[src/rtl/pipe_hazard_pkg.sv]
// Shared types and constants for the pipeline hazard/stall/forwarding controller.
package pipe_hazard_pkg;

  typedef enum logic [0:0] {
    ST_RUN,
    ST_FPU_WAIT
  } state_e;

  localparam logic [1:0] FWD_RF  = 2'b00;
  localparam logic [1:0] FWD_MEM = 2'b01;
  localparam logic [1:0] FWD_WB  = 2'b10;

  localparam int unsigned RF_INT = 0;
  localparam int unsigned RF_FP  = 1;

endpackage

[src/rtl/pipe_hazard_match.sv]
// One ID-source vs. producer comparator; integer x0 never matches since it is hard-wired.
module pipe_hazard_match
  import pipe_hazard_pkg::*;
#(
  parameter int unsigned REG_ADDR_W = 5,
  parameter int unsigned RF_SEL_W   = 1
) (
  input  logic                  src_used,
  input  logic [RF_SEL_W-1:0]   src_rf,
  input  logic [REG_ADDR_W-1:0] src_addr,
  input  logic                  prd_valid,
  input  logic                  prd_we,
  input  logic [RF_SEL_W-1:0]   prd_rf,
  input  logic [REG_ADDR_W-1:0] prd_addr,
  output logic                  hit
);

  logic is_x0;

  assign is_x0 = (src_rf == RF_SEL_W'(RF_INT)) && (src_addr == '0);
  assign hit   = src_used && prd_valid && prd_we && (src_rf == prd_rf) &&
                 (src_addr == prd_addr) && !is_x0;

endmodule

[src/rtl/pipe_hazard_unit.sv]
// Hazard, stall, forwarding and FPU-sequencing control for the five-stage pipeline.
// Define PIPE_HAZARD_FWD_EN to enable operand forwarding; otherwise every RAW match stalls.
module pipe_hazard_unit
  import pipe_hazard_pkg::*;
#(
  parameter int unsigned REG_ADDR_W  = 5,
  parameter int unsigned NUM_RF      = 2,
  parameter int unsigned RF_SEL_W    = (NUM_RF > 1) ? $clog2(NUM_RF) : 1,
  parameter int unsigned FPU_MAX_LAT = 32,
  parameter int unsigned CNT_W       = 32
) (
  input  logic                  Clk,
  input  logic                  Rst,
  input  logic [REG_ADDR_W-1:0] id_rs1_addr,
  input  logic [REG_ADDR_W-1:0] id_rs2_addr,
  input  logic [RF_SEL_W-1:0]   id_rs1_rf,
  input  logic [RF_SEL_W-1:0]   id_rs2_rf,
  input  logic                  id_rs1_used,
  input  logic                  id_rs2_used,
  input  logic                  ex_valid,
  input  logic                  ex_rd_we,
  input  logic                  ex_is_load,
  input  logic                  ex_is_fpu_multi,
  input  logic [REG_ADDR_W-1:0] ex_rd_addr,
  input  logic [RF_SEL_W-1:0]   ex_rd_rf,
  input  logic                  mem_valid,
  input  logic                  mem_rd_we,
  input  logic [REG_ADDR_W-1:0] mem_rd_addr,
  input  logic [RF_SEL_W-1:0]   mem_rd_rf,
  input  logic                  wb_valid,
  input  logic                  wb_rd_we,
  input  logic [REG_ADDR_W-1:0] wb_rd_addr,
  input  logic [RF_SEL_W-1:0]   wb_rd_rf,
  input  logic                  br_taken,
  input  logic                  fpu_stall,
  output logic                  fpu_start,
  output logic                  pc_en,
  output logic                  if_id_en,
  output logic                  id_ex_en,
  output logic                  ex_mem_en,
  output logic                  mem_wb_en,
  output logic                  if_id_flush,
  output logic                  id_ex_flush,
  output logic                  ex_mem_flush,
  output logic [1:0]            fwd_a_sel,
  output logic [1:0]            fwd_b_sel,
  output logic                  fpu_timeout,
  output logic [CNT_W-1:0]      stall_cycles
);

  localparam int unsigned TO_W = $clog2(FPU_MAX_LAT + 1);
  localparam logic [TO_W-1:0] TO_LAST = TO_W'(FPU_MAX_LAT - 1);

  // Source index: 0 = rs1, 1 = rs2. Producer index: 0 = EX, 1 = MEM, 2 = WB.
  logic [1:0]                 s_used;
  logic [1:0][RF_SEL_W-1:0]   s_rf;
  logic [1:0][REG_ADDR_W-1:0] s_addr;
  logic [2:0]                 p_valid, p_we;
  logic [2:0][RF_SEL_W-1:0]   p_rf;
  logic [2:0][REG_ADDR_W-1:0] p_addr;
  logic [1:0][2:0]            hit;

  assign s_used  = {id_rs2_used, id_rs1_used};
  assign s_rf    = {id_rs2_rf, id_rs1_rf};
  assign s_addr  = {id_rs2_addr, id_rs1_addr};
  assign p_valid = {wb_valid, mem_valid, ex_valid};
  assign p_we    = {wb_rd_we, mem_rd_we, ex_rd_we};
  assign p_rf    = {wb_rd_rf, mem_rd_rf, ex_rd_rf};
  assign p_addr  = {wb_rd_addr, mem_rd_addr, ex_rd_addr};

  for (genvar s = 0; s < 2; s++) begin : g_src
    for (genvar p = 0; p < 3; p++) begin : g_prd
      pipe_hazard_match #(
        .REG_ADDR_W(REG_ADDR_W),
        .RF_SEL_W  (RF_SEL_W)
      ) u_match (
        .src_used (s_used[s]),
        .src_rf   (s_rf[s]),
        .src_addr (s_addr[s]),
        .prd_valid(p_valid[p]),
        .prd_we   (p_we[p]),
        .prd_rf   (p_rf[p]),
        .prd_addr (p_addr[p]),
        .hit      (hit[s][p])
      );
    end
  end

  logic load_use, raw_stall;
  assign load_use = ex_is_load && (hit[0][0] || hit[1][0]);

`ifdef PIPE_HAZARD_FWD_EN
  assign raw_stall = load_use;
`else
  assign raw_stall = load_use || (|hit);
`endif

  always_comb begin
    fwd_a_sel = FWD_RF;
    fwd_b_sel = FWD_RF;
`ifdef PIPE_HAZARD_FWD_EN
    if (!Rst) begin
      if (hit[0][1])      fwd_a_sel = FWD_MEM;
      else if (hit[0][2]) fwd_a_sel = FWD_WB;
      if (hit[1][1])      fwd_b_sel = FWD_MEM;
      else if (hit[1][2]) fwd_b_sel = FWD_WB;
    end
`endif
  end

  state_e          state_q, state_d;
  logic [TO_W-1:0] to_cnt_q, to_cnt_d;
  logic            timeout_set;
  logic            fpu_timeout_q;
  logic [CNT_W-1:0] stall_q;

  always_comb begin
    pc_en        = 1'b1;
    if_id_en     = 1'b1;
    id_ex_en     = 1'b1;
    ex_mem_en    = 1'b1;
    mem_wb_en    = 1'b1;
    if_id_flush  = 1'b0;
    id_ex_flush  = 1'b0;
    ex_mem_flush = 1'b0;
    fpu_start    = 1'b0;
    state_d      = state_q;
    to_cnt_d     = to_cnt_q;
    timeout_set  = 1'b0;
    if (Rst) begin
      pc_en        = 1'b0;
      if_id_en     = 1'b0;
      id_ex_en     = 1'b0;
      ex_mem_en    = 1'b0;
      mem_wb_en    = 1'b0;
      if_id_flush  = 1'b1;
      id_ex_flush  = 1'b1;
      ex_mem_flush = 1'b1;
    end else if (state_q == ST_FPU_WAIT) begin
      if (fpu_stall && (to_cnt_q != TO_LAST)) begin
        pc_en        = 1'b0;
        if_id_en     = 1'b0;
        id_ex_en     = 1'b0;
        ex_mem_flush = 1'b1;
        to_cnt_d     = to_cnt_q + TO_W'(1);
      end else begin
        // Normal completion or timeout: both release the pipeline this cycle.
        state_d     = ST_RUN;
        timeout_set = fpu_stall;
      end
    end else if (br_taken) begin
      if_id_flush = 1'b1;
      id_ex_flush = 1'b1;
    end else if (ex_valid && ex_is_fpu_multi) begin
      fpu_start    = 1'b1;
      pc_en        = 1'b0;
      if_id_en     = 1'b0;
      id_ex_en     = 1'b0;
      ex_mem_flush = 1'b1;
      state_d      = ST_FPU_WAIT;
      to_cnt_d     = '0;
    end else if (raw_stall) begin
      pc_en       = 1'b0;
      if_id_en    = 1'b0;
      id_ex_flush = 1'b1;
    end
  end

  always_ff @(posedge Clk) begin
    if (Rst) begin
      state_q       <= ST_RUN;
      to_cnt_q      <= '0;
      fpu_timeout_q <= 1'b0;
      stall_q       <= '0;
    end else begin
      state_q  <= state_d;
      to_cnt_q <= to_cnt_d;
      if (timeout_set) fpu_timeout_q <= 1'b1;
      if (!pc_en && (stall_q != '1)) stall_q <= stall_q + CNT_W'(1);
    end
  end

  assign fpu_timeout  = fpu_timeout_q;
  assign stall_cycles = stall_q;

endmodule

[config.mk]
export PLATFORM = sky130hd
export DESIGN_NAME = pipe_hazard_unit
export DESIGN_NICKNAME = d
export VERILOG_FILES = /design/src/rtl/pipe_hazard_pkg.sv /design/src/rtl/pipe_hazard_match.sv /design/src/rtl/pipe_hazard_unit.sv
export SDC_FILE = /design/constraint.sdc
export NUM_CORES = 1
export LEC_CHECK = 0
export BUFFER_PORTS_ARGS = -buffer_cell sky130_fd_sc_hd__clkbuf_2
export CORE_MARGIN = 4
export CORE_UTILIZATION = 52
export CTS_BUF_LIST = sky130_fd_sc_hd__clkbuf_2 sky130_fd_sc_hd__clkbuf_4 sky130_fd_sc_hd__clkbuf_8
export DETAILED_ROUTE_END_ITERATION = 10
export GPL_TIMING_DRIVEN = 0
export HOLD_SLACK_MARGIN = 0.06
export MAX_ROUTING_LAYER = met4
export PLACE_DENSITY = 0.83
export SKIP_LAST_GASP = 1
export SLEW_MARGIN = 20
export SYNTH_ARGS = -nofsm -noshare
export SYNTH_HDL_FRONTEND = slang
export SYNTH_SLANG_ARGS = --single-unit
[constraint.sdc]
create_clock -name Clk -period 3.3 [get_ports Clk]
set_input_delay 0.495 -clock Clk [delete_from_list [all_inputs] [get_ports Clk]]
set_output_delay 0.495 -clock Clk [all_outputs]
set_load 0.005 [all_outputs]
# Word-level counts from Yosys, hierarchy flattened
# Index checks and enable logic that the tools add are counted.
[op_classes] mux=33 n_eq_ne=16 bitwise=2 reduce_logical=46 add_sub_neg=2
[op_table] cell="$logic_and 1x1->1" n=36
[op_table] cell="$add 32x1->32 const B" n=1
[op_table] cell="$ne 32x32->1 const B" n=1
[op_table] cell="$eq 5x5->1" n=6
[op_table] cell="$mux 1" n=29
[op_table] cell="$mux 6" n=4
[op_table] cell="$logic_not 5->1" n=2
[op_table] cell="$add 6x1->6 const B" n=1
[op_table] cell="$eq 1x1->1" n=6
[op_table] cell="$ne 6x5->1 const B" n=1
[op_table] cell="$reduce_or 6->1" n=1
[op_table] cell="$ne 2x1->1 const B" n=2
[op_table] cell="$logic_not 1->1" n=3
[op_table] cell="$reduce_and 3->1" n=1
[op_table] cell="$logic_or 1x1->1" n=2
[op_table] cell="$not 1->1" n=2
[op_table] cell="$reduce_bool 2->1" n=1
[totals] inputBits=44 output_inout_bits=46 register_bits=40 elab_cells=103

# Depth between registers and ports, before layout
# Gate-level depths: netlist (run 1).
[depth] word_depth=15 mapped_depth=11 ltp_nobuf=9

# Cells and area by module
# Synthesis (run 1) repeated with hierarchy kept, for this count alone.
[unflattened] hier_cells=355 hier_area_um2=2782.7
[modules_own_cells] module="pipe_hazard_unit" area_per_inst_um2=2272.2 seq_area_each_um2=800.8 cells_each=283 instances=1
[modules_own_cells] module="pipe_hazard_match" area_per_inst_um2=85.1 seq_area_each_um2=0.0 cells_each=12 instances=6

# Least setup slack after synthesis (run 1)
# Ideal clock, no wire load.
[synth_timing] path_type="input-to-output" start="input port id_rs2_addr[3]" end="output port pc_en" n_path_buf=1 setup_slack_ns=0.762 arrival_time_ns=2.043 stages=8 required_ns=2.805 cell_sequence="xnor2_1 -> nand4_1 -> or4_1 -> nand3_1 -> a22oi_1 -> o31ai_4 -> inv_1 -> buf_4"
[synth_between] elab_chain_len=12 elab_cells_between_ends=21 classes_between="eq/ne: 3; mux: 5; reduce/logical: 13"
[synth_rtl] item="from (decl)" line_no="pipe_hazard_unit.sv:15" rtl="input logic [REG_ADDR_W-1:0] id_rs2_addr,"
[synth_rtl] item="parallel branches: the longest is 6 deep, another holds $reduce_or 6->1"
[synth_rtl] item="$logic_or 1x1->1 *" line_no="pipe_hazard_unit.sv:95" rtl="assign raw_stall = load_use || (|hit);"
[synth_rtl] item="$mux 1 * (5 in series)"
[synth_rtl] item="to (decl)" line_no="pipe_hazard_unit.sv:37" rtl="output logic pc_en,"
# Mark *: on every way between the ends.

# Final worst setup path (run 1)
[layout_timing] start="input port id_rs2_addr[3]" end="output port pc_en"
[layout_between] elab_chain_len=12 elab_cells_between_ends=21 classes_between="eq/ne: 3; mux: 5; reduce/logical: 13"
[layout_rtl] item="parallel branches: the longest is 6 deep, another holds $reduce_or 6->1"
[layout_rtl] item="$logic_or 1x1->1 *" line_no="pipe_hazard_unit.sv:95"
[layout_rtl] item="$mux 1 *" line_no="pipe_hazard_unit.sv:162" rtl="end else if (raw_stall) begin"
[layout_rtl] item="$mux 1 *" line_no="pipe_hazard_unit.sv:154" rtl="end else if (ex_valid && ex_is_fpu_multi) begin"
[layout_rtl] item="$mux 1 *" line_no="pipe_hazard_unit.sv:151" rtl="end else if (br_taken) begin"
[layout_rtl] item="$mux 1 *" line_no="pipe_hazard_unit.sv:139" rtl="end else if (state_q == ST_FPU_WAIT) begin"
[layout_rtl] item="$mux 1 *" line_no="pipe_hazard_unit.sv:130" rtl="if (Rst) begin"
# Marks and branches as above.

==> results.sh, run 1 <==
export IMPL_run_status="completed"
export IMPL_setup_violations_final=0
export IMPL_worst_ep_required_time_ns=2.80
export IMPL_finalHoldWorstSlack_ns=0.4713
export IMPL_yosysWarnings=0
export IMPL_pwr_density_cell_nw_per_um2=303.3
export IMPL_grt_overflow=0
export IMPL_final_cell_mix="sky130_fd_sc_hd__clkbuf_2, sky130_fd_sc_hd__dfxtp_1, sky130_fd_sc_hd__a21oi_1, sky130_fd_sc_hd__nor2_1, sky130_fd_sc_hd__nand3_1"
export IMPL_detail_route_vias_per_cell=5.761
export IMPL_mostFrequentLayoutCell="sky130_fd_sc_hd__clkbuf_2"
export IMPL_remaining_drc_errors=0
export IMPL_floorplan_rows=25
export IMPL_area_growth_pct=22.99
export IMPL_slowest_delay_ns=0.53
export IMPL_hold_buffers=0
export IMPL_cts_setup_buffers=0
export IMPL_seq_area_um2=800.8
export IMPL_rsz0062_at_grt="no"
export IMPL_firstDrtPassIters=5
export IMPL_tritoncts="built"
export IMPL_max_slew_margin_pct=25.14
export IMPL_wp_data_arrival_ns=2.61
export IMPL_swShare_pct=26.41
export IMPL_routed_wirelength_mm=7.092
export IMPL_critPathKind="primary input to output port"
export IMPL_critical_path_max_fanout=10
export IMPL_port_buffers=84
export IMPL_count_of_max_cap_constraint_violations=0
export IMPL_cts_clk_slew_worst_paths_ns=0.07
export IMPL_synthCells=324
export IMPL_largest_net_degree_at_the_start_of_global_routing=12
export IMPL_yosys_most_used_dff="sky130_fd_sc_hd__dfxtp_1"
export IMPL_vdd_ir_drop_max_v=0.0002493
export IMPL_synth_area_leaders="sky130_fd_sc_hd__dfxtp_1, sky130_fd_sc_hd__xnor2_1, sky130_fd_sc_hd__xor2_1, sky130_fd_sc_hd__a21oi_1, sky130_fd_sc_hd__nand4_1"
export IMPL_ant_nets=0
export IMPL_synth_edf_count=0
export IMPL_floorplan_die_area_um2=6187
export IMPL_grt_antenna_before_repair=0
export IMPL_num_fill_cells=424
export IMPL_crit_buf_inv=4
export IMPL_dr_total_vias=2794
export IMPL_max_freq_mhz=322.5
export IMPL_cts_max_path_buffers=2
export IMPL_seqPwrFrac_pct=50.7
export IMPL_count_of_antenna_diodes_in_the_layout=0
export IMPL_post_synth_instance_area_um2=2596
export IMPL_clock_power_share_pct=32.2
export IMPL_hpwlAfterDp_mm=5.595
export IMPL_placeableCoreArea_um2=4786
export IMPL_post_dr_wirelength_cell_um=14.62
export IMPL_clock_sink_count=40
export IMPL_postSynth_asyncResetShare_pct=0
export IMPL_critPathCaptureType="output port"
export IMPL_grt_total_usage_pct=24.21
export IMPL_cts_resized=0
export IMPL_cts_buffers_inserted=5
export IMPL_fin_setup_tns_ns=0
export IMPL_multi_input_comb_area_um2=1642
export IMPL_fin_nets=464
export IMPL_synth_area_per_cell_um2=8.013
export IMPL_timing_clock_skew_ns=0.005677
export IMPL_synth_area_leader_cell="sky130_fd_sc_hd__dfxtp_1"
export IMPL_grt_pass1_vias=2624
export IMPL_ctsHtreeMaxLevel=2
export IMPL_first_pass_grt_wire_length_mm=11.72
export IMPL_synthDistinctLibCells=42
export IMPL_cts_root_buffer_cell="sky130_fd_sc_hd__clkbuf_8"
export IMPL_post_route_min_period_ns=3.101
export IMPL_drive_above_1_share_pct=25.60
export IMPL_crit_path_frequent_cell="sky130_fd_sc_hd__clkbuf_2"
export IMPL_slowest_cell_on_crit_path="sky130_fd_sc_hd__or4_1"
export IMPL_path_delay_family="simple AND/OR/NAND/NOR gates"
export IMPL_holdCritPathClass="flip-flop to flip-flop"
export IMPL_io_pin_count=90
export IMPL_dieWidth_um=78.66
export IMPL_worstPathCellList="clkbuf_2, xnor2_1, nand4_1, or4_1, nand3_1, a22oi_1, o31ai_4, inv_1, buf_4, clkbuf_2"
export IMPL_switchingPower_w=0.0002557
export IMPL_share_comb_of_total_power_pct=17.0
export IMPL_start_util_pct=54.25
export IMPL_finalMaxSlewViolations=0
export IMPL_finalHoldViolCount=0
export IMPL_power_leakage_nw=1.208
export IMPL_synth_top_area_share_pct=30.84
export IMPL_post_route_period_util_pct=93.96
export IMPL_postSynthRegisterBits=40
export IMPL_tightest_slew_ns=1.115
export IMPL_insertion_delay_ns=0.29
export IMPL_die_height_um=78.66
export IMPL_drt_iter0_markers=191
export IMPL_place_congestion=0.9521
export IMPL_seq_area_frac_synth_pct=30.84
export IMPL_intPower_w=0.0007126
export IMPL_launching_element_type_of_the_critical_path="primary input"
[layout make-up]
cell class | count | share of cell area, %
clock buffers | 6 | 2.390
flip-flops and latches | 40 | 25.08
repair buffers | 84 | 13.17
clock inverters | 1 | 0.1567
inverters | 14 | 1.646
plain buffers | 18 | 3.527
well taps | 67 | 2.625
multi-input cells | 255 | 51.41
[cell usage after synthesis (3+ instances only)]
library cell and number:
sky130_fd_sc_hd__or4_1 11, sky130_fd_sc_hd__clkbuf_1 7, sky130_fd_sc_hd__xor2_1 20, sky130_fd_sc_hd__nand2_1 17
sky130_fd_sc_hd__nand4_1 19, sky130_fd_sc_hd__and3_1 5, sky130_fd_sc_hd__nand3_1 22, sky130_fd_sc_hd__nand4bb_1 3
sky130_fd_sc_hd__o31ai_1 10, sky130_fd_sc_hd__dfxtp_1 40, sky130_fd_sc_hd__o21ai_0 12, sky130_fd_sc_hd__xnor2_1 20
sky130_fd_sc_hd__inv_1 14, sky130_fd_sc_hd__and2_1 3, sky130_fd_sc_hd__nor4_1 11, sky130_fd_sc_hd__nor3_1 3
sky130_fd_sc_hd__a21oi_1 28, sky130_fd_sc_hd__or3_1 11, sky130_fd_sc_hd__nor2_1 22, sky130_fd_sc_hd__buf_4 10
sky130_fd_sc_hd__o41ai_1 7, sky130_fd_sc_hd__nand4b_1 3
[logic make-up after synthesis]
logic type	Yosys count	share of synthesized area [%]
AND/OR/NAND/NOR	136	29.64
flip-flops	40	30.84
adder cells (fa/ha/maj)	2	0.9637
other	1	0.1444
buffers and inverters	32	6.362
multiplexers	3	1.205
XOR/XNOR	40	13.49
AO/OA/AOI/OAI	70	17.35
[stage by stage]
| stage | cells | setup WS, ns | total power, W | cell area [um2] | util, % |
|---|---|---|---|---|---|
| 3_3_place_gp | 478 | 0.2446 | 0.0006649 | 3112 | 65.02 |
| 4_1_cts | 485 | 0.1889 | 0.0009763 | 3193 | 66.72 |
| 5_1_grt | 485 | 0.01146 | 0.001019 | 3193 | 66.72 |
| 2_1_floorplan | 327 | 0.7619 | 0.0005924 | 2608 | - |
| 3_5_place_dp | 478 | 0.2015 | 0.0006673 | 3112 | 65.02 |
| 6_report | 485 | 0.1994 | 0.0009683 | 3193 | 66.72 |
[registers in the layout (all words and copies together) (netlist names)]
signal,count
stall_cycles,32
state_q,1
to_cnt_q,6
fpu_timeout,1
[power by group through the flow]
stage | clock (W) | combinational [W] | sequential, W
after global placement | 0 | 0.000162 | 0.000502
after global routing | 0.000344 | 0.000182 | 0.000492
after detailed placement | 0 | 0.000165 | 0.000503
after CTS | 0.000320 | 0.000165 | 0.000491
after floorplan | 0 | 0.0000901 | 0.000502
final | 0.000312 | 0.000165 | 0.000491
[worst register-to-register path, cell delays in order (launching register included)]
cell                      delay [ns]
sky130_fd_sc_hd__dfxtp_1        0.42
sky130_fd_sc_hd__nand3_1        0.16
sky130_fd_sc_hd__nor2_1         0.14
sky130_fd_sc_hd__and3_1         0.22
sky130_fd_sc_hd__nand3_1        0.14
sky130_fd_sc_hd__nor2_1         0.34
sky130_fd_sc_hd__nand4_1        0.42
sky130_fd_sc_hd__or4_1          0.61
sky130_fd_sc_hd__a21oi_1        0.15
[path summary, 6_finish.rpt]
check / startpoint / endpoint / slack (ns) / cells past startpoint
worst min-delay path: fpu_timeout$_SDFFE_PP0P_ / fpu_timeout$_SDFFE_PP0P_ / 0.47 / 2
worst max-delay path: id_rs2_addr[3] / pc_en / 0.20 / 10
worst max register to register: stall_cycles[3]$_SDFFE_PP0P_ / stall_cycles[17]$_SDFFE_PP0P_ / 0.64 / 8
worst min register to register: fpu_timeout$_SDFFE_PP0P_ / fpu_timeout$_SDFFE_PP0P_ / 0.47 / 2
[per-layer routing]
layer / global-route usage [%] / vias to the layer above / wire length [um] / part of all wire [%]
met5: - / - / 0 / 0
met4: 9.965 / 0 / 128 / 1.8
met3: 5.963 / 14 / 569 / 8.0
met2: 40.07 / 115 / 3428 / 48
met1: 28.00 / 1274 / 2966 / 42
li1: - / 1391 / - / -
(Power assumes the default switching activity.)
==> run 2, diff against run 1 <==
- CORE_UTILIZATION: 52 -> 43
- GPL_TIMING_DRIVEN: 0 -> not set
- PLACE_DENSITY: 0.83 -> 0.7
==> run 2 against run 1 <==
  * Final cell count decreased by 1.2%
  * Combinational power decreased by 10%
  * Sequential cell count unchanged
  * Non-clock buffer count decreased by 15
  * Count of clock-buffer cells in the layout unchanged
  * Clock skew increased by 0.0050 ns
  * Sequential share of layout area increased by 0.35 points
  * Via count decreased by 4.6%
  * Largest power group unchanged
==> results.sh, run 2 (synthesis gave the netlist of run 1 again) <==
export IMPL_ant_nets=0
export IMPL_count_of_max_cap_constraint_violations=0
export IMPL_count_of_antenna_diodes_in_the_layout=0
export IMPL_detail_route_vias_per_cell=5.564
export IMPL_slowest_delay_ns=0.54
export IMPL_critical_path_max_fanout=4
export IMPL_mostFrequentLayoutCell="sky130_fd_sc_hd__clkbuf_2"
export IMPL_dieWidth_um=85.71
export IMPL_post_route_min_period_ns=2.668
export IMPL_total_power_w=0.001045
export IMPL_critPathCaptureType="output port"
export IMPL_hold_buffers=0
export IMPL_finalHoldWorstSlack_ns=0.4743
export IMPL_worstPathCellList="clkbuf_2, xnor2_1, nand4_1, or4_1, nand3_1, a22oi_1, a211oi_1, or2_2, clkbuf_2"
export IMPL_holdCritPathClass="primary input to flip-flop"
export IMPL_tightest_slew_ns=0.6746
export IMPL_crit_path_frequent_cell="sky130_fd_sc_hd__clkbuf_2"
export IMPL_cts_buffers_inserted=5
export IMPL_largest_net_degree_at_the_start_of_global_routing=52
export IMPL_vdd_ir_drop_max_v=0.0002446
export IMPL_io_pin_count=90
export IMPL_first_pass_grt_wire_length_mm=11.50
export IMPL_dr_total_vias=2665
export IMPL_pwr_density_cell_nw_per_um2=331.9
export IMPL_cts_setup_buffers=0
export IMPL_slowest_cell_on_crit_path="sky130_fd_sc_hd__or4_1"
export IMPL_post_route_period_util_pct=80.84
export IMPL_run_status="completed"
export IMPL_place_worst_setup_slack_ns=0.5068
export IMPL_max_slew_margin_pct=54.62
export IMPL_worst_ep_required_time_ns=2.80
export IMPL_placeableCoreArea_um2=5886
export IMPL_grt_overflow=0
export IMPL_die_height_um=85.71
export IMPL_max_freq_mhz=374.9
export IMPL_rsz0062_at_grt="no"
export IMPL_start_util_pct=44.11
export IMPL_insertion_delay_ns=0.30
export IMPL_hpwlAfterDp_mm=5.152
export IMPL_drive_above_1_share_pct=25.00
export IMPL_post_dr_wirelength_cell_um=14.06
export IMPL_timing_clock_skew_ns=0.01065
export IMPL_largest_register_ffs=32
export IMPL_floorplan_die_area_um2=7345
export IMPL_cts_resized=0
export IMPL_hold_path_startpoint="fpu_stall"
export IMPL_cts_root_buffer_cell="sky130_fd_sc_hd__clkbuf_8"
export IMPL_ctsHtreeMaxLevel=2
export IMPL_cts_max_path_buffers=2
export IMPL_fin_nets=449
export IMPL_timing_rr_start="stall_cycles[3]$_SDFFE_PP0P_"
export IMPL_area_growth_pct=21.30
export IMPL_critPathKind="primary input to output port"
export IMPL_floorplan_rows=28
export IMPL_wp_data_arrival_ns=2.17
export IMPL_routed_wirelength_mm=6.735
export IMPL_grt_pass1_vias=2550
export IMPL_finalMaxSlewViolations=0
export IMPL_setup_violations_final=0
export IMPL_firstDrtPassIters=4
export IMPL_clock_sink_count=40
export IMPL_power_leakage_nw=1.170
export IMPL_drt_iter0_markers=102
export IMPL_fin_setup_tns_ns=0
export IMPL_final_cell_mix="sky130_fd_sc_hd__clkbuf_2, sky130_fd_sc_hd__dfxtp_1, sky130_fd_sc_hd__a21oi_1, sky130_fd_sc_hd__nor2_1, sky130_fd_sc_hd__nand3_1"
export IMPL_grt_total_usage_pct=19.65
export IMPL_crit_start="id_rs2_addr[3]"
export IMPL_launching_element_type_of_the_critical_path="primary input"
export IMPL_grt_antenna_before_repair=0
export IMPL_cts_clk_slew_worst_paths_ns=0.08
export IMPL_tritoncts="built"
export IMPL_remaining_drc_errors=0
export IMPL_port_buffers=84
export IMPL_worst_slack_ns=0.6324
export IMPL_finalHoldViolCount=0
export IMPL_place_congestion=0.9520
==> run 2: changes by cell type in the layout (fill, tap and decap cells not counted) <==
cell / previous run / this run
sky130_fd_sc_hd__a311oi_2: 0 / 1
sky130_fd_sc_hd__buf_6: 1 / 0
sky130_fd_sc_hd__clkbuf_1: 7 / 0
sky130_fd_sc_hd__buf_4: 10 / 3
sky130_fd_sc_hd__a311oi_1: 1 / 0
sky130_fd_sc_hd__bufinv_16: 0 / 1
==> run 2: per-stage QoR <==
stage          area [um2]  std cells  util, %
2_1_floorplan        2608        327        -
3_3_place_gp         3032        471    51.51
3_5_place_dp         3032        471    51.51
4_1_cts              3143        479    53.40
5_1_grt              3149        479    53.51
6_report             3149        479    53.51
==> run 2: area by class of cell <==
cell class | count | area [um2]
clock buffers | 6 | 76.32
clock inverters | 2 | 35.03
fillers | 600 | 2736
inverters | 14 | 52.55
multi-input cells | 255 | 1648
flip-flops and latches | 40 | 800.8
well taps | 75 | 93.84
repair buffers | 87 | 442.9
==> run 2: metal layers <==
layer  part of all wire, %  track usage [%]
met1                    45            23.63
met2                    48            33.83
met3                   6.5            4.227
met4                  0.71            4.173
met5                     0                -
==> run 2: worst max-delay path: cells and delay by family <==
family,cells,cell delay (ns)
AO/OA/AOI/OAI,2,0.36
XOR/XNOR,1,0.17
buffers and inverters,2,0.24
AND/OR/NAND/NOR,4,0.90
==> run 2: final timing paths <==
kind                                                       to  slack (ns)  cells past startpoint
worst min-delay path                 fpu_timeout$_SDFFE_PP0P_        0.47                      3
worst min register to register       fpu_timeout$_SDFFE_PP0P_        0.47                      2
worst max-delay path                              id_ex_flush        0.63                      9
worst max register to register  stall_cycles[17]$_SDFFE_PP0P_        0.69                      8
==> run 2: power breakdown <==
group / leakage (nW) / switching, W / internal (W)
Combinational: 0.789 / 0.0000845 / 0.0000634
Clock: 0.0586 / 0.000172 / 0.000233
Sequential: 0.323 / 0.00000592 / 0.000487
Total: 1.17 / 0.000263 / 0.000783
==> run 3, diff against run 2 <==
- clock period: 3.3 -> 2.7 ns (I/O delays scaled with it)
==> run 3 against run 2 <==
  * Sequential cell count unchanged
  * Critical path type unchanged
  * First-iteration DRC count up 45%
  * Clock skew up 0.0026 ns
==> results.sh, run 3 (synthesis gave the netlist of run 1 again) <==
export IMPL_port_buffers=84
export IMPL_critical_path_max_fanout=4
export IMPL_grt_overflow=0
export IMPL_r2r_setup_slack_ns=0.17
export IMPL_pwr_density_cell_nw_per_um2=369.1
export IMPL_hold_path_startpoint="fpu_stall"
export IMPL_largest_net_degree_at_the_start_of_global_routing=52
export IMPL_dieWidth_um=85.71
export IMPL_remaining_drc_errors=0
export IMPL_worst_slack_ns=0.1689
export IMPL_mostFrequentLayoutCell="sky130_fd_sc_hd__clkbuf_2"
export IMPL_count_of_antenna_diodes_in_the_layout=0
export IMPL_total_power_w=0.001193
export IMPL_fin_nets=463
export IMPL_worstReg2RegEnd="stall_cycles[1]$_SDFFE_PP0P_"
export IMPL_place_congestion=0.9625
export IMPL_drt_iter0_markers=148
export IMPL_worst_ep_required_time_ns=2.30
export IMPL_final_cell_mix="sky130_fd_sc_hd__clkbuf_2, sky130_fd_sc_hd__dfxtp_1, sky130_fd_sc_hd__a21oi_1, sky130_fd_sc_hd__nor2_1, sky130_fd_sc_hd__nand3_1"
export IMPL_tritoncts="built"
export IMPL_min_delay_worst_endpoint="fpu_timeout$_SDFFE_PP0P_"
export IMPL_run_status="completed"
export IMPL_hpwlAfterDp_mm=5.450
export IMPL_clock_sink_count=40
export IMPL_floorplan_die_area_um2=7345
export IMPL_wp_data_arrival_ns=2.13
export IMPL_cts_buffers_inserted=5
export IMPL_firstDrtPassIters=4
export IMPL_count_of_max_cap_constraint_violations=0
export IMPL_max_freq_mhz=395.1
export IMPL_seq_area_um2=800.8
export IMPL_start_util_pct=44.11
export IMPL_grt_pass1_vias=2686
export IMPL_reg2reg_depth=8
export IMPL_timing_clock_skew_ns=0.01321
export IMPL_place_worst_setup_slack_ns=0.05116
export IMPL_first_pass_grt_wire_length_mm=11.96
export IMPL_cts_clk_slew_worst_paths_ns=0.08
export IMPL_critPathKind="primary input to output port"
export IMPL_finalMaxSlewViolations=0
export IMPL_insertion_delay_ns=0.29
export IMPL_vdd_ir_drop_max_v=0.0002110
export IMPL_timing_rr_start="stall_cycles[6]$_SDFFE_PP0P_"
export IMPL_drive_above_1_share_pct=27.58
export IMPL_setup_violations_final=0
export IMPL_placeableCoreArea_um2=5886
export IMPL_final_core_util_pct=54.91
export IMPL_grt_total_usage_pct=20.29
export IMPL_ctsHtreeMaxLevel=2
export IMPL_launching_element_type_of_the_critical_path="primary input"
export IMPL_post_route_min_period_ns=2.531
export IMPL_power_leakage_nw=1.227
export IMPL_io_pin_count=90
export IMPL_floorplan_rows=28
export IMPL_largest_register_ffs=32
export IMPL_dr_total_vias=2817
export IMPL_holdCritPathClass="primary input to flip-flop"
export IMPL_post_dr_wirelength_cell_um=14.92
export IMPL_finalHoldViolCount=0
export IMPL_detail_route_vias_per_cell=5.726
export IMPL_critPathCaptureType="output port"
export IMPL_hold_buffers=0
export IMPL_grt_antenna_before_repair=0
export IMPL_ant_nets=0
export IMPL_num_fill_cells=591
export IMPL_post_route_period_util_pct=93.74
export IMPL_cts_max_path_buffers=2
export IMPL_whs_path_depth=3
export IMPL_multi_input_comb_area_um2=1663
export IMPL_area_growth_pct=24.48
export IMPL_cts_root_buffer_cell="sky130_fd_sc_hd__clkbuf_8"
export IMPL_die_height_um=85.71
export IMPL_routed_wirelength_mm=7.339
run 3: layout make-up:
type | count | area share, %
Timing Repair Buffer | 100 | 16.72
Clock inverter | 1 | 0.1549
Clock buffer | 6 | 2.362
Multi-Input combinational cell | 256 | 51.45
Tap cell | 75 | 2.904
Inverter | 14 | 1.626
Sequential cell | 40 | 24.78
run 3: how the worst max path moves through the flow:
stage	slack (ns)	cells past startpoint	end	from
2_1_floorplan	0.34	11	stall_cycles[1]$_SDFFE_PP0P_	to_cnt_q[0]$_SDFFE_PP0P_
3_3_place_gp	0.09	9	stall_cycles[15]$_SDFFE_PP0P_	id_rs2_rf
3_5_place_dp	0.05	9	stall_cycles[15]$_SDFFE_PP0P_	id_rs2_rf
4_1_cts	0.08	8	stall_cycles[1]$_SDFFE_PP0P_	stall_cycles[6]$_SDFFE_PP0P_
5_1_grt	-0.04	8	stall_cycles[1]$_SDFFE_PP0P_	stall_cycles[5]$_SDFFE_PP0P_
6_report	0.17	9	pc_en	id_rs2_rf
run 3: stage by stage:
stage	TNS (ns)	cells	area, um2	hold slack, ns
after floorplan	0	327	2608	0.4605
after global routing	-0.08733	492	3232	0.4391
after global placement	0	484	3129	0.4556
after detailed placement	0	484	3129	0.4653
after CTS	0	491	3211	0.3844
final	0	492	3232	0.3875
run 3: metal layers:
| metal | share of wire (%) | track usage [%] | vias to the layer above |
|---|---|---|---|
| met5 | 0 | - | - |
| met4 | 0.56 | 4.748 | 0 |
| met3 | 7.4 | 4.131 | 7 |
| met2 | 50 | 35.17 | 104 |
| met1 | 42 | 24.15 | 1320 |
| li1 | - | - | 1386 |
run 3: critical path, cell delays in order:
cell,delay [ns]
sky130_fd_sc_hd__clkbuf_2,0.13
sky130_fd_sc_hd__xnor2_1,0.17
sky130_fd_sc_hd__nand4_1,0.09
sky130_fd_sc_hd__or4_1,0.54
sky130_fd_sc_hd__nand3_1,0.13
sky130_fd_sc_hd__a22oi_1,0.14
sky130_fd_sc_hd__o31ai_4,0.26
sky130_fd_sc_hd__inv_1,0.13
sky130_fd_sc_hd__clkbuf_2,0.13
run 3: power by group:
part | switching (W) | internal (W)
clock | 0.000209 | 0.000186
combinational | 0.000110 | 0.0000867
sequential | 0.00000589 | 0.000595
run 3: repair_timing:
action,4_1_cts,5_1_grt
buffers inserted,0,0
gates resized for setup,0,3
setup endpoints to repair,0,30
